`src/rtl/dmem_access_unit_pkg.sv`:
```
// Shared definitions for the data-memory access unit: FSM state encoding,
// request size encodings, the memory word width and the request legality check.
package dmem_access_unit_pkg;

    localparam int DATA_W = 32;

    typedef enum logic [2:0] {
        IDLE,
        RD,
        RD_CAP,
        WR,
        RESP
    } state_t;

    localparam logic [1:0] SZ_BYTE = 2'b00;
    localparam logic [1:0] SZ_HALF = 2'b01;
    localparam logic [1:0] SZ_WORD = 2'b10;

    // A request is rejected when its size is the reserved encoding or when
    // the address is not naturally aligned for the access size.
    function automatic logic is_req_err(input logic [1:0] size, input logic [1:0] offset);
        logic err;
        err = 1'b0;
        case (size)
            SZ_BYTE: err = 1'b0;
            SZ_HALF: err = offset[0];
            SZ_WORD: err = (offset != 2'b00);
            default: err = 1'b1;
        endcase
        return err;
    endfunction

endpackage

```
`src/rtl/dmem_access_unit_lane_align.sv`:
```
// dmem_lane_align: combinational little-endian lane logic shared by the load
// and store paths.
//   word      : captured memory word
//   wdata     : right-aligned store data
//   size      : access size (SZ_BYTE / SZ_HALF / SZ_WORD)
//   offset    : byte address bits [1:0]
//   sign_ext  : replicate lane MSB on sub-word loads
//   load_data : addressed lane, right-aligned and extended
//   merged    : word with the addressed lane replaced by wdata (read-modify-write)
module dmem_lane_align
    import dmem_access_unit_pkg::*;
(
    input  logic [DATA_W-1:0] word,
    input  logic [DATA_W-1:0] wdata,
    input  logic [1:0]        size,
    input  logic [1:0]        offset,
    input  logic              sign_ext,
    output logic [DATA_W-1:0] load_data,
    output logic [DATA_W-1:0] merged
);

    logic [7:0]  lane_b;
    logic [15:0] lane_h;

    // Byte k sits at bits [8k+7:8k]; halfword selected by offset[1].
    assign lane_b = word[{offset, 3'b000} +: 8];
    assign lane_h = word[{offset[1], 4'b0000} +: 16];

    always_comb begin
        load_data = word;
        case (size)
            SZ_BYTE: load_data = sign_ext ? {{24{lane_b[7]}}, lane_b} : {24'd0, lane_b};
            SZ_HALF: load_data = sign_ext ? {{16{lane_h[15]}}, lane_h} : {16'd0, lane_h};
            default: load_data = word;
        endcase
    end

    always_comb begin
        merged = word;
        case (size)
            SZ_BYTE: merged[{offset, 3'b000} +: 8]     = wdata[7:0];
            SZ_HALF: merged[{offset[1], 4'b0000} +: 16] = wdata[15:0];
            default: merged = wdata;
        endcase
    end

endmodule

```
`src/rtl/dmem_access_unit.sv`:
```
// dmem_access_unit: turns byte/halfword/word load-store requests into
// word-aligned data-memory accesses. Sub-word stores use read-modify-write.
//   clk, rst_n                      : clock, asynchronous active-low reset
//   req_valid/req_ready             : request handshake
//   req_write/size/signed/addr/wdata: request fields, registered at acceptance
//   resp_valid/resp_ready           : response handshake
//   resp_rdata, resp_err            : load result (0 for stores/errors), error flag
//   memRead, memWrite, address      : memory strobes and word-aligned address
//   dmem_in, dmem_out               : memory write data, registered read data
module dmem_access_unit #(
    parameter int ADDR_W = 7,
    parameter int DATA_W = 32
) (
    input  logic              clk,
    input  logic              rst_n,
    input  logic              req_valid,
    output logic              req_ready,
    input  logic              req_write,
    input  logic [1:0]        req_size,
    input  logic              req_signed,
    input  logic [ADDR_W-1:0] req_addr,
    input  logic [DATA_W-1:0] req_wdata,
    output logic              resp_valid,
    input  logic              resp_ready,
    output logic [DATA_W-1:0] resp_rdata,
    output logic              resp_err,
    output logic              memRead,
    output logic              memWrite,
    output logic [ADDR_W-1:0] address,
    output logic [DATA_W-1:0] dmem_in,
    input  logic [DATA_W-1:0] dmem_out
);
    import dmem_access_unit_pkg::*;

    state_t            state, state_nxt;
    logic              write_q, signed_q, err_q;
    logic [1:0]        size_q;
    logic [ADDR_W-1:0] addr_q;
    logic [DATA_W-1:0] wdata_q, word_q;
    logic [DATA_W-1:0] load_data, merged;
    logic              req_err;

    assign req_err = is_req_err(req_size, req_addr[1:0]);

    always_ff @(posedge clk or negedge rst_n) begin
        if (!rst_n) state <= IDLE;
        else        state <= state_nxt;
    end

    always_comb begin
        state_nxt = state;
        case (state)
            IDLE: begin
                if (req_valid) begin
                    if (req_err)                               state_nxt = RESP;
                    else if (req_write && req_size == SZ_WORD) state_nxt = WR;
                    else                                       state_nxt = RD;
                end
            end
            RD:      state_nxt = RD_CAP;
            // Sub-word stores continue to the merge write; loads go straight to RESP.
            RD_CAP:  state_nxt = write_q ? WR : RESP;
            WR:      state_nxt = RESP;
            RESP:    if (resp_ready) state_nxt = IDLE;
            default: state_nxt = IDLE;
        endcase
    end

    // Datapath registers carry no reset: every output that exposes them is
    // gated by the state, which is reset.
    always_ff @(posedge clk) begin
        if (state == IDLE && req_valid) begin
            write_q  <= req_write;
            size_q   <= req_size;
            signed_q <= req_signed;
            addr_q   <= req_addr;
            wdata_q  <= req_wdata;
            err_q    <= req_err;
        end
        // Memory registered the read at the RD edge, so dmem_out is valid now.
        if (state == RD_CAP) word_q <= dmem_out;
    end

    dmem_lane_align u_lane_align (
        .word      (word_q),
        .wdata     (wdata_q),
        .size      (size_q),
        .offset    (addr_q[1:0]),
        .sign_ext  (signed_q),
        .load_data (load_data),
        .merged    (merged)
    );

    // rst_n gates req_ready so it reads 0 while reset is held.
    assign req_ready  = rst_n && (state == IDLE);
    assign memRead    = (state == RD);
    assign memWrite   = (state == WR);
    assign address    = (state == RD || state == WR) ? {addr_q[ADDR_W-1:2], 2'b00} : '0;
    assign dmem_in    = (state == WR) ? merged : '0;
    assign resp_valid = (state == RESP);
    assign resp_err   = (state == RESP) && err_q;
    assign resp_rdata = (state == RESP && !err_q && !write_q) ? load_data : '0;

endmodule

```
`config.mk`:
```
export PLATFORM = sky130hd
export DESIGN_NAME = dmem_access_unit
export DESIGN_NICKNAME = d
export VERILOG_FILES = /design/src/rtl/dmem_access_unit_pkg.sv /design/src/rtl/dmem_access_unit_lane_align.sv /design/src/rtl/dmem_access_unit.sv
export SDC_FILE = /design/constraint.sdc
export NUM_CORES = 1
export LEC_CHECK = 0
export ABC_AREA = 1
export CAP_MARGIN = 20
export CORE_MARGIN = 5
export CORE_UTILIZATION = 38
export DETAILED_ROUTE_END_ITERATION = 10
export PLACE_DENSITY = 0.67
export SLEW_MARGIN = 20
export SYNTH_ARGS = -nofsm -noshare
export SYNTH_HDL_FRONTEND = slang
export SYNTH_HIERARCHICAL = 1
export SYNTH_SLANG_ARGS = --single-unit
```
`constraint.sdc`:
```
create_clock -name clk -period 8 [get_ports clk]
set_input_delay 1.6 -clock clk [delete_from_list [all_inputs] [get_ports clk]]
set_output_delay 1.6 -clock clk [all_outputs]
set_load 0.005 [all_outputs]
```
# --- Word-level counts from Yosys, hierarchy flattened ---
# Index checks and enable logic that the tools add are counted.
# Widths: inputs -> output; s select.
totals:
  register_bits: 79
  input_bits: 79
  out_inout_bits: 76
  elab_cells: 55
classes:
  n_addsub: 2
  n_eq_ne: 9
  shifts: 6
  muxes: 16
  reduce_logical: 14
ops:
  columns: ["cell", "count"]
  rows:
  - ["$mux 32", 4]
  - ["$pmux 32 s2", 2]
  - ["$bwmux 32", 2]
  - ["$shift 16x7->32 const A", 1]
  - ["$shift 8x7->32 const A", 1]
  - ["$shiftx 16x7->32", 1]
  - ["$shiftx 32x6->16", 1]
  - ["$shiftx 32x6->8", 1]
  - ["$shiftx 8x7->32", 1]
  - ["$pmux 3 s5", 1]
  - ["$neg 5->7", 2]
  - ["$mux 3", 4]
  - ["$mux 7", 1]
  - ["$eq 3x2->1 const B", 2]
  - ["$logic_and 1x1->1", 6]
  - ["$eq 2x1->1 const B", 2]
  - ["$logic_not 2->1", 2]
  - ["$eq 3x1->1 const B", 1]
  - ["$eq 3x3->1 const B", 1]
  - ["$logic_not 3->1", 1]
  - ["$pmux 1 s3", 1]
  - ["$eq 2x2->1 const B", 1]
  - ["$logic_not 1->1", 2]
  - ["$mux 2", 1]
  - ["5 further kinds", 5]

# --- Depth between registers and ports, before layout ---
# Gate-level depths: netlist (run 1).
logic_depth:
  ltp_word: 6
  mapped_depth: 11
  depth_no_buf: 10

# --- Cells and area by module ---
# Netlist (run 1), hierarchy kept.
modules_own_cells:
  columns: ["mod", "instances", "cells_each", "area_each_um2", "seq_area_each_um2"]
  rows:
  - ["dmem_access_unit", 1, 271, 3133.0, 2357.3]
  - ["dmem_lane_align", 1, 433, 1943.1, 0.0]

# --- Worst setup path after synthesis (run 1) ---
# No wires, ideal clock.
synth_timing:
  path_type: "input -> register"
  start: "input req_valid"
  end: "register addr_q[0], enable pin"
  setup_time_ns: 0.446
  arrival_time_ns: 3.491
  required_ns: 7.554
  path_slack_ns: 4.064
  path_stages: 2
  path_buffers: 0
  path_cell_list: "inv_1 -> nor2_1"
synth_via:
  elab_chain_len: 1
synth_rtl:
  columns: ["element", "line", "text"]
  rows:
  - ["start: declaration", "dmem_access_unit.sv:16", "input logic req_valid,"]
  - ["$logic_and 1x1->1", "dmem_access_unit.sv:72", "if (state == IDLE && req_valid) begin"]
  - ["end signal: assignment", "dmem_access_unit.sv:76", "addr_q <= req_addr;"]
  - ["end: declaration", "dmem_access_unit.sv:38", "logic [ADDR_W-1:0] addr_q;"]
# No other way between the ends.
# A chain may end at the register's enable or synchronous reset.

# --- Worst setup path after layout (run 1) ---
layout_timing:
  start: "register addr_q[1]"
  end: "output dmem_in[23]"
layout_via:
  elab_chain_len: 5
  word_cells_on_any_way: 10
  classes_between: "add/sub (2); shift (4); mux (4)"
layout_rtl:
  columns: ["element", "line", "text"]
  rows:
  - ["$neg 5->7, on equally long branches", "dmem_access_unit_lane_align.sv:42, dmem_access_unit_lane_align.sv:41", null]
  - ["$shiftx 16x7->32 (tied with other cells)", "dmem_access_unit_lane_align.sv:42", "SZ_HALF: merged[{offset[1], 4'b0000} +: 16] = wdata[15:0];"]
  - ["$bwmux 32, on equally long branches", "dmem_access_unit_lane_align.sv:42, dmem_access_unit_lane_align.sv:41", null]
  - ["$pmux 32 s2 (*)", "dmem_access_unit_lane_align.sv:40", "case (size)"]
  - ["via merged[23]", "dmem_access_unit.sv:40", "logic [DATA_W-1:0] load_data, merged;"]
  - ["$mux 32 (*)", "dmem_access_unit.sv:99", "assign dmem_in = (state == WR) ? merged : '0;"]
  - ["end: declaration", "dmem_access_unit.sv:30", "output logic [DATA_W-1:0] dmem_in,"]
# The timed path passes the listed nets; every way through them passes the cells marked *.

==> summary.md, run 1 <==
| Metric | Value |
|---|---|
| Outcome | complete, no violations |
| Post-synthesis cell count | between 700 and 800 |
| Final setup violation count | 0 |
| Routed Wire Length | 15200 um |
| Overall die height | roughly 130 um |
| Via/cell ratio | around 4.7 |
| Count of cell types in the netlist | 37 |
| Slew Limit Fails | 0 |
| Flip-flop and latch count after synthesis | 79 |
| Number of placement rows | 42 |
| TritonCTS clock tree | yes |
| Maximum number of pins on one net before global-route repair | 38 |
| Clock tree skew after final layout | approximately 0.0054 ns |
| Pleak | approximately 0.0032 uW |
| Clock latency at the later pin of the worst-skew pair | around 0.34 ns |
| Layout cells sized above 1 | under 10% |
| Sink count of the clock tree | ~80 |
| Hold violation count in the final report | 0 |
| Number of buffers added to fix hold violations after cts | 0 |
| CORE AREA | ~13000 um^2 |
| Ports | between 150 and 200 |
| Initial core utilization | about 38% |
| Maximum operating frequency | between 150 and 200 MHz |
| Worst reg2reg startpoint | state[1] |
| Tightest Hold Check Type | reg2reg |
| Primary flip-flop cell chosen by synthesis mapping | sky130_fd_sc_hd__edfxtp_1 |
| Fill cells | between 1000 and 1500 |
| Vias in the first global route | roughly 4700 |
| Final nets | 925 |
| Register Area | roughly 2400 um^2 |
| Type of origin of the critical path | flop |
| Internal power contribution | 1130 uW |
| Comb pwr share | approximately two fifths |
| Synth-to-layout area growth | 37.5% |
| Root Buffer Master | sky130_fd_sc_hd__clkbuf_16 |
| Finished Cell Area | 6980 um^2 |
| Worst Max-Slew Pin Slew | slightly above 1 ns |
| Worst hold path cell count | 3 |
| Global-route usage over all layers | roughly a fifth |
| Most frequent cells after synthesis | sky130_fd_sc_hd__nand2_1, sky130_fd_sc_hd__inv_1, sky130_fd_sc_hd__nor2_1, sky130_fd_sc_hd__edfxtp_1, sky130_fd_sc_hd__nand3_1 |
| Destination of the worst register-to-register timing path | wdata_q[9] |
| Crit path time final | approximately 5 ns |
| Iteration-0 DRC count of the detailed router | 464 |
| Cells on worst reg2reg path | 4 |
| Setup crit end kind | primary output |
| Critical-path maximum fanout | 21 |
| Cts bufs inserted | 9 |
| Antenna fix cells | 0 |
| Cell area power density | 268 nW/um^2 |
| Final weighted congestion in routability-driven placement | 0.904 |
| Number of port buffers | about 150 |
| Synth warnings | 6 |
| RSZ-0062 raised after global routing | false |
| Worst voltage drop across the vdd grid | 242 uV |
| Hold endpoint | state[0] |
| Setup Total Neg Slack | 0 ns |
| Routed via count | approximately 4800 |
| Area of combinational cells with multiple inputs | roughly 2000 um^2 |
| Post-synth top area cell | sky130_fd_sc_hd__edfxtp_1 |
| Switching pwr | about 740 uW |
| Post-synth design cell area | 5080 um^2 |
| CTS clk-pin slew, worst paths | 0.06 ns |
| Placed standard-cell area | around 6700 um^2 |
| Initial antenna violation count | 0 |
| Crit path required time | about 6.4 ns |
| Share of synthesized area occupied by flip-flops and latches | 46.4% |
| Setup slack on the worst flop-to-flop path | a little under 6 ns |
| Top post-synthesis cells by area | sky130_fd_sc_hd__edfxtp_1, sky130_fd_sc_hd__nand2_1, sky130_fd_sc_hd__inv_1 |
| Post-synthesis async set-or-reset flop share | 3.80% |
| Class of the most critical setup path | reg2out |
| Post-detailed-route DRC marker count | 0 |
| Remaining global-route overflow | 0 |
| Post-CTS setup buffer count | 0 |
| Clock network fraction of total power | between 20 and 25% |
| Number of maximum-capacitance constraint violations | 0 |
| Post-route ant nets | 0 |
| Depth of the CTS H-tree | 3 |
| First-pass iteration count of the detailed router | 5 |
| WL per Instance | between 10 and 15 um |
| Arrival @ worst endpoint | 3.41 ns |
| Quantity of gates resized following cts | 0 |
| Hold Crit Start | write_q |
| Relative slew margins | a little under a third |
| Share of the synthesized area in the top cell type | ~45% |
| DPL Wire Length | around 11000 um |
| First-pass GRT wire length | roughly 24000 um |
| Library cell with the highest instance count after synthesis | sky130_fd_sc_hd__nand2_1 |
| Area enclosed by the die boundary | 15800 um^2 |
| Fraction of power consumed by sequential logic | roughly 37% |
| Portion of the clock cycle consumed by the worst path in the final layout | ~63% |
| Clock Tree Buf Depth | 2 |
| Switching part of the total power | approximately two fifths |
| Horiz. Die Dim | approximately 130 um |
| Post-synthesis area per instance | 7.21 um^2 |
| Number of flops mapped to enable cells by yosys | 76 |
routing by layer:
metal | part of all wire [%] | up-vias | global-route usage [%] | wire length [um]
met5 | 0 | - | 0 | 0
met4 | 2.0 | 0 | 6.51 | 311
met3 | 7.7 | 23 | 6.01 | 1160
met2 | 50 | 168 | 33.0 | 7620
met1 | 40 | 2178 | 22.2 | 6080
li1 | - | 2442 | - | -
critical path, stage by stage (launching register included):
cell and delay (ns):
sky130_fd_sc_hd__edfxtp_1 0.79, sky130_fd_sc_hd__nand2_1 0.65, sky130_fd_sc_hd__inv_1 0.64, sky130_fd_sc_hd__nand2_1 0.10, sky130_fd_sc_hd__nand2_1 0.08, sky130_fd_sc_hd__nor2_1 0.04
sky130_fd_sc_hd__nand2_1 0.06, sky130_fd_sc_hd__inv_1 0.04, sky130_fd_sc_hd__nor2_1 0.13, sky130_fd_sc_hd__clkdlybuf4s50_1 0.54
cell type report:
| class | count | share of cell area, % |
|---|---|---|
| repair buffers | 157 | 22.3 |
| clock buffers | 9 | 3.23 |
| flip-flops and latches | 79 | 33.8 |
| clock inverters | 7 | 0.914 |
| multi-input cells | 459 | 29.3 |
| inverters | 135 | 7.26 |
| well taps | 176 | 3.15 |
flip-flops by register name, summed over array words and instances, names as in the netlist:
name,flops
signed_q,1
state,3
wdata_q,32
word_q,32
size_q,2
addr_q,7
err_q,1
write_q,1
per-stage QoR:
step / total power (uW) / hold slack (ns) / utilization (%) / setup slack [ns] / std cells
after global placement: 1470 / 0.672 / 50.7 / 3.37 / 1006
final: 1870 / 0.685 / 52.9 / 2.99 / 1022
after CTS: 1880 / 0.692 / 52.9 / 2.93 / 1022
after global routing: 2010 / 0.749 / 52.9 / 2.65 / 1022
after detailed placement: 1470 / 0.686 / 50.7 / 3.34 / 1006
after floorplan: 1200 / 0.626 / - / 4.06 / 705
logic make-up after synthesis:
group           count (synthesis)  synth area share, %
compound gates                 57                 7.00
fa+ha+maj                       5                 1.23
buf+inv                       167                 13.5
flops                          79                 46.4
other cells                     1               0.0739
simple gates                  395                 31.8
cell usage in the layout, fill, tap and decap left out, types with 2 or more instances in the layout:
cell	synthesis	final
sky130_fd_sc_hd__o211ai_1	7	7
sky130_fd_sc_hd__nor2_1	125	124
sky130_fd_sc_hd__clkinvlp_4	0	2
sky130_fd_sc_hd__o22ai_1	8	8
sky130_fd_sc_hd__clkdlybuf4s50_1	0	152
sky130_fd_sc_hd__clkinv_1	1	2
sky130_fd_sc_hd__inv_1	126	126
sky130_fd_sc_hd__o21ai_0	35	35
sky130_fd_sc_hd__edfxtp_1	76	76
sky130_fd_sc_hd__clkbuf_16	0	9
sky130_fd_sc_hd__ha_1	5	5
sky130_fd_sc_hd__buf_4	8	5
sky130_fd_sc_hd__o21ai_4	2	2
sky130_fd_sc_hd__dfrtp_1	3	3
sky130_fd_sc_hd__inv_2	8	8
sky130_fd_sc_hd__clkinv_2	0	3
sky130_fd_sc_hd__nor2_4	1	2
sky130_fd_sc_hd__conb_1	1	2
sky130_fd_sc_hd__nand2_1	211	210
sky130_fd_sc_hd__nand3_1	47	47
worst max path at each step:
stage	start	end	slack (ns)
2_1_floorplan	req_valid	addr_q[0]	4.06
6_report	addr_q[1]	dmem_in[23]	2.99
3_5_place_dp	addr_q[1]	dmem_in[21]	3.34
5_1_grt	addr_q[1]	dmem_in[23]	2.65
3_3_place_gp	addr_q[1]	dmem_in[23]	3.37
4_1_cts	addr_q[1]	dmem_in[21]	2.93
power by group through the flow:
| stage | combinational (uW) | clock [uW] | sequential [uW] |
|---|---|---|---|
| after floorplan | 541 | 0 | 659 |
| after global placement | 778 | 0 | 690 |
| after global routing | 887 | 430 | 696 |
| after CTS | 786 | 412 | 684 |
| after detailed placement | 782 | 0 | 692 |
| final | 781 | 403 | 684 |
Note: power is estimated with default switching activity, not from simulation.
==> run 2: changes to the inputs <==
- PLACE_DENSITY: 0.67 -> 0.7
- clock period: 8 -> 4.3 ns (I/O delays scaled with it)
==> summary.md, run 2 (synthesis gave the netlist of run 1 again) <==
| Metric | Value |
|---|---|
| Outcome | complete, no violations |
| Cts bufs inserted | 9 |
| Antenna fix cells | 0 |
| Clock Tree Buf Depth | 2 |
| WL per Instance | 14.6 um |
| Area of combinational cells with multiple inputs | around 2000 um^2 |
| Ordered list of cells on the worst path | inv_2 -> ha_1 -> inv_1 -> nand3_1 -> o22ai_1 -> nand2_1 -> nand2_1 -> inv_1 -> nor2_1 -> clkdlybuf4s50_1 |
| Placed cells | 1010 |
| First-pass GRT wire length | 23800 um |
| Largest delay share family, worst path | buffers and inverters |
| Overall die height | approximately 130 um |
| Register Area | between 2000 and 2500 um^2 |
| Number of placement rows | 42 |
| Pleak | roughly 0.0032 uW |
| Post-CTS setup buffer count | 0 |
| Iteration-0 DRC count of the detailed router | slightly below 400 |
| Worst reg2reg startpoint | state[1] |
| Routed via count | between 4000 and 5000 |
| Final setup violation count | 0 |
| Total Power Consumption | around 3500 uW |
| Initial antenna violation count | 0 |
| Ports | 155 |
| Finished Cell Area | about 7000 um^2 |
| Number of buffers added to fix hold violations after cts | 0 |
| Largest registers | wdata_q: 32 flops, word_q: 32 flops, addr_q: 7 flops |
| Hold violation count in the final report | 0 |
| Fill cells | between 1000 and 1500 |
| Clock tree skew after final layout | roughly 0.0039 ns |
| Maximum number of pins on one net before global-route repair | 40 |
| Quantity of gates resized following cts | 0 |
| Setup slack on the worst flop-to-flop path | roughly 2.2 ns |
| First-pass iteration count of the detailed router | 5 |
| Final weighted congestion in routability-driven placement | 0.889 |
| Sink count of the clock tree | 79 |
| Critical-path maximum fanout | 21 |
| RSZ-0062 raised after global routing | false |
| Arrival @ worst endpoint | 3.07 ns |
| Worst path max stage delay | about 0.78 ns |
| CTS clk-pin slew, worst paths | ~0.060 ns |
| Number of port buffers | 152 |
| Initial core utilization | ~38% |
| Crit path required time | around 3.4 ns |
| Setup crit end kind | primary output |
| Portion of the clock cycle consumed by the worst path in the final layout | 91.4% |
| Destination of the worst register-to-register timing path | wdata_q[9] |
| TritonCTS clock tree | yes |
| Slew Limit Fails | 0 |
| Class of the most critical setup path | reg2out |
| Number of non-filler instances in the completed layout | between 1000 and 1500 |
| Final nets | 929 |
| Tightest Hold Check Type | reg2reg |
| Type of origin of the critical path | flop |
| Worst setup path end | dmem_in[24] |
| Maximum operating frequency | between 200 and 300 MHz |
| Area enclosed by the die boundary | approximately 16000 um^2 |
| Synth-to-layout area growth | 38.3% |
| Depth of the CTS H-tree | 3 |
| Commonest non-fill, non-tap cells in the layout | sky130_fd_sc_hd__nand2_1, sky130_fd_sc_hd__clkdlybuf4s50_1, sky130_fd_sc_hd__inv_1 |
| Remaining global-route overflow | 0 |
| Setup Total Neg Slack | 0 ns |
| Routed Wire Length | between 10000 and 15000 um |
| Worst voltage drop across the vdd grid | 360 uV |
| Via/cell ratio | 4.69 |
| Worst setup slack after layout | 0.369 ns |
| Number of buffers and inverters on the critical path | 4 |
| Worst Max-Slew Pin Slew | around 0.86 ns |
| Cells on worst reg2reg path | 4 |
| Layout cells sized above 1 | 5.29% |
| Relative slew margins | around 43% |
| Horiz. Die Dim | roughly 130 um |
| First element of the critical path | addr_q[1] |
| Cell area power density | between 400 and 500 nW/um^2 |
| Root Buffer Master | sky130_fd_sc_hd__clkbuf_16 |
| Vias in the first global route | about 4700 |
| Worst path slowest cell | sky130_fd_sc_hd__edfxtp_1 |
| Most common cell after layout, fill and taps aside | sky130_fd_sc_hd__nand2_1 |
| Placed standard-cell area | approximately 6700 um^2 |
| Instance count on the critical path | 10 |
| Number of maximum-capacitance constraint violations | 0 |
| Post-detailed-route DRC marker count | 0 |
| Post-route ant nets | 0 |
| CORE AREA | between 10000 and 15000 um^2 |
| Global-route usage over all layers | a little under a fifth |
| DPL Wire Length | 11300 um |
| Crit path time final | about 3.9 ns |
| Worst Setup Slack post-DPL | between 0.7 and 0.8 ns |
| Clock latency at the later pin of the worst-skew pair | roughly 0.34 ns |
[run 2: cell types whose count changed in the layout (fill, tap and decap cells not counted), sizes merged]
cell,delta
clkinvlp,-1
clkinv,+1
buf,+4
[run 2: final cells by class]
class,instances,area share [%]
flip-flops and latches,79,33.6
repair buffers,161,22.6
clock buffers,9,3.21
clock inverters,7,1.05
well taps,176,3.14
inverters,135,7.22
multi-input cells,459,29.1
[run 2: worst register-to-register path, delay by kind of cell (launching register included)]
family,cells,cell delay (ns)
AND/OR/NAND/NOR,2,0.60
buffers and inverters,2,0.64
flip-flops,1,0.46
[run 2: worst min-delay path by stage]
stage	start	end	slack (ns)	cells after the start
floorplan	rst_n	state[0]	0.56	0
global placement	write_q	state[0]	0.67	3
detailed placement	write_q	state[0]	0.67	3
CTS	write_q	state[0]	0.69	3
global route	rst_n	state[0]	0.71	1
finish	write_q	state[0]	0.68	3
[run 2: power breakdown]
| group | switching [uW] | internal (uW) | leakage [uW] |
|---|---|---|---|
| Sequential | 174 | 1110 | 0.000743 |
| Clock | 310 | 450 | 0.000145 |
| Combinational | 894 | 558 | 0.00235 |
[run 2: per-stage QoR]
stage | utilization (%) | hold slack, ns
2_1_floorplan | - | 0.564
3_5_place_dp | 50.9 | 0.675
6_report | 53.2 | 0.681
5_1_grt | 53.2 | 0.708
4_1_cts | 53.2 | 0.689
3_3_place_gp | 50.9 | 0.672
[run 2: per-layer routing]
metal	global-route usage, %	wire length [um]
met5	0	0
met4	4.59	230
met3	6.48	1240
met2	32.9	7330
met1	22.7	6130
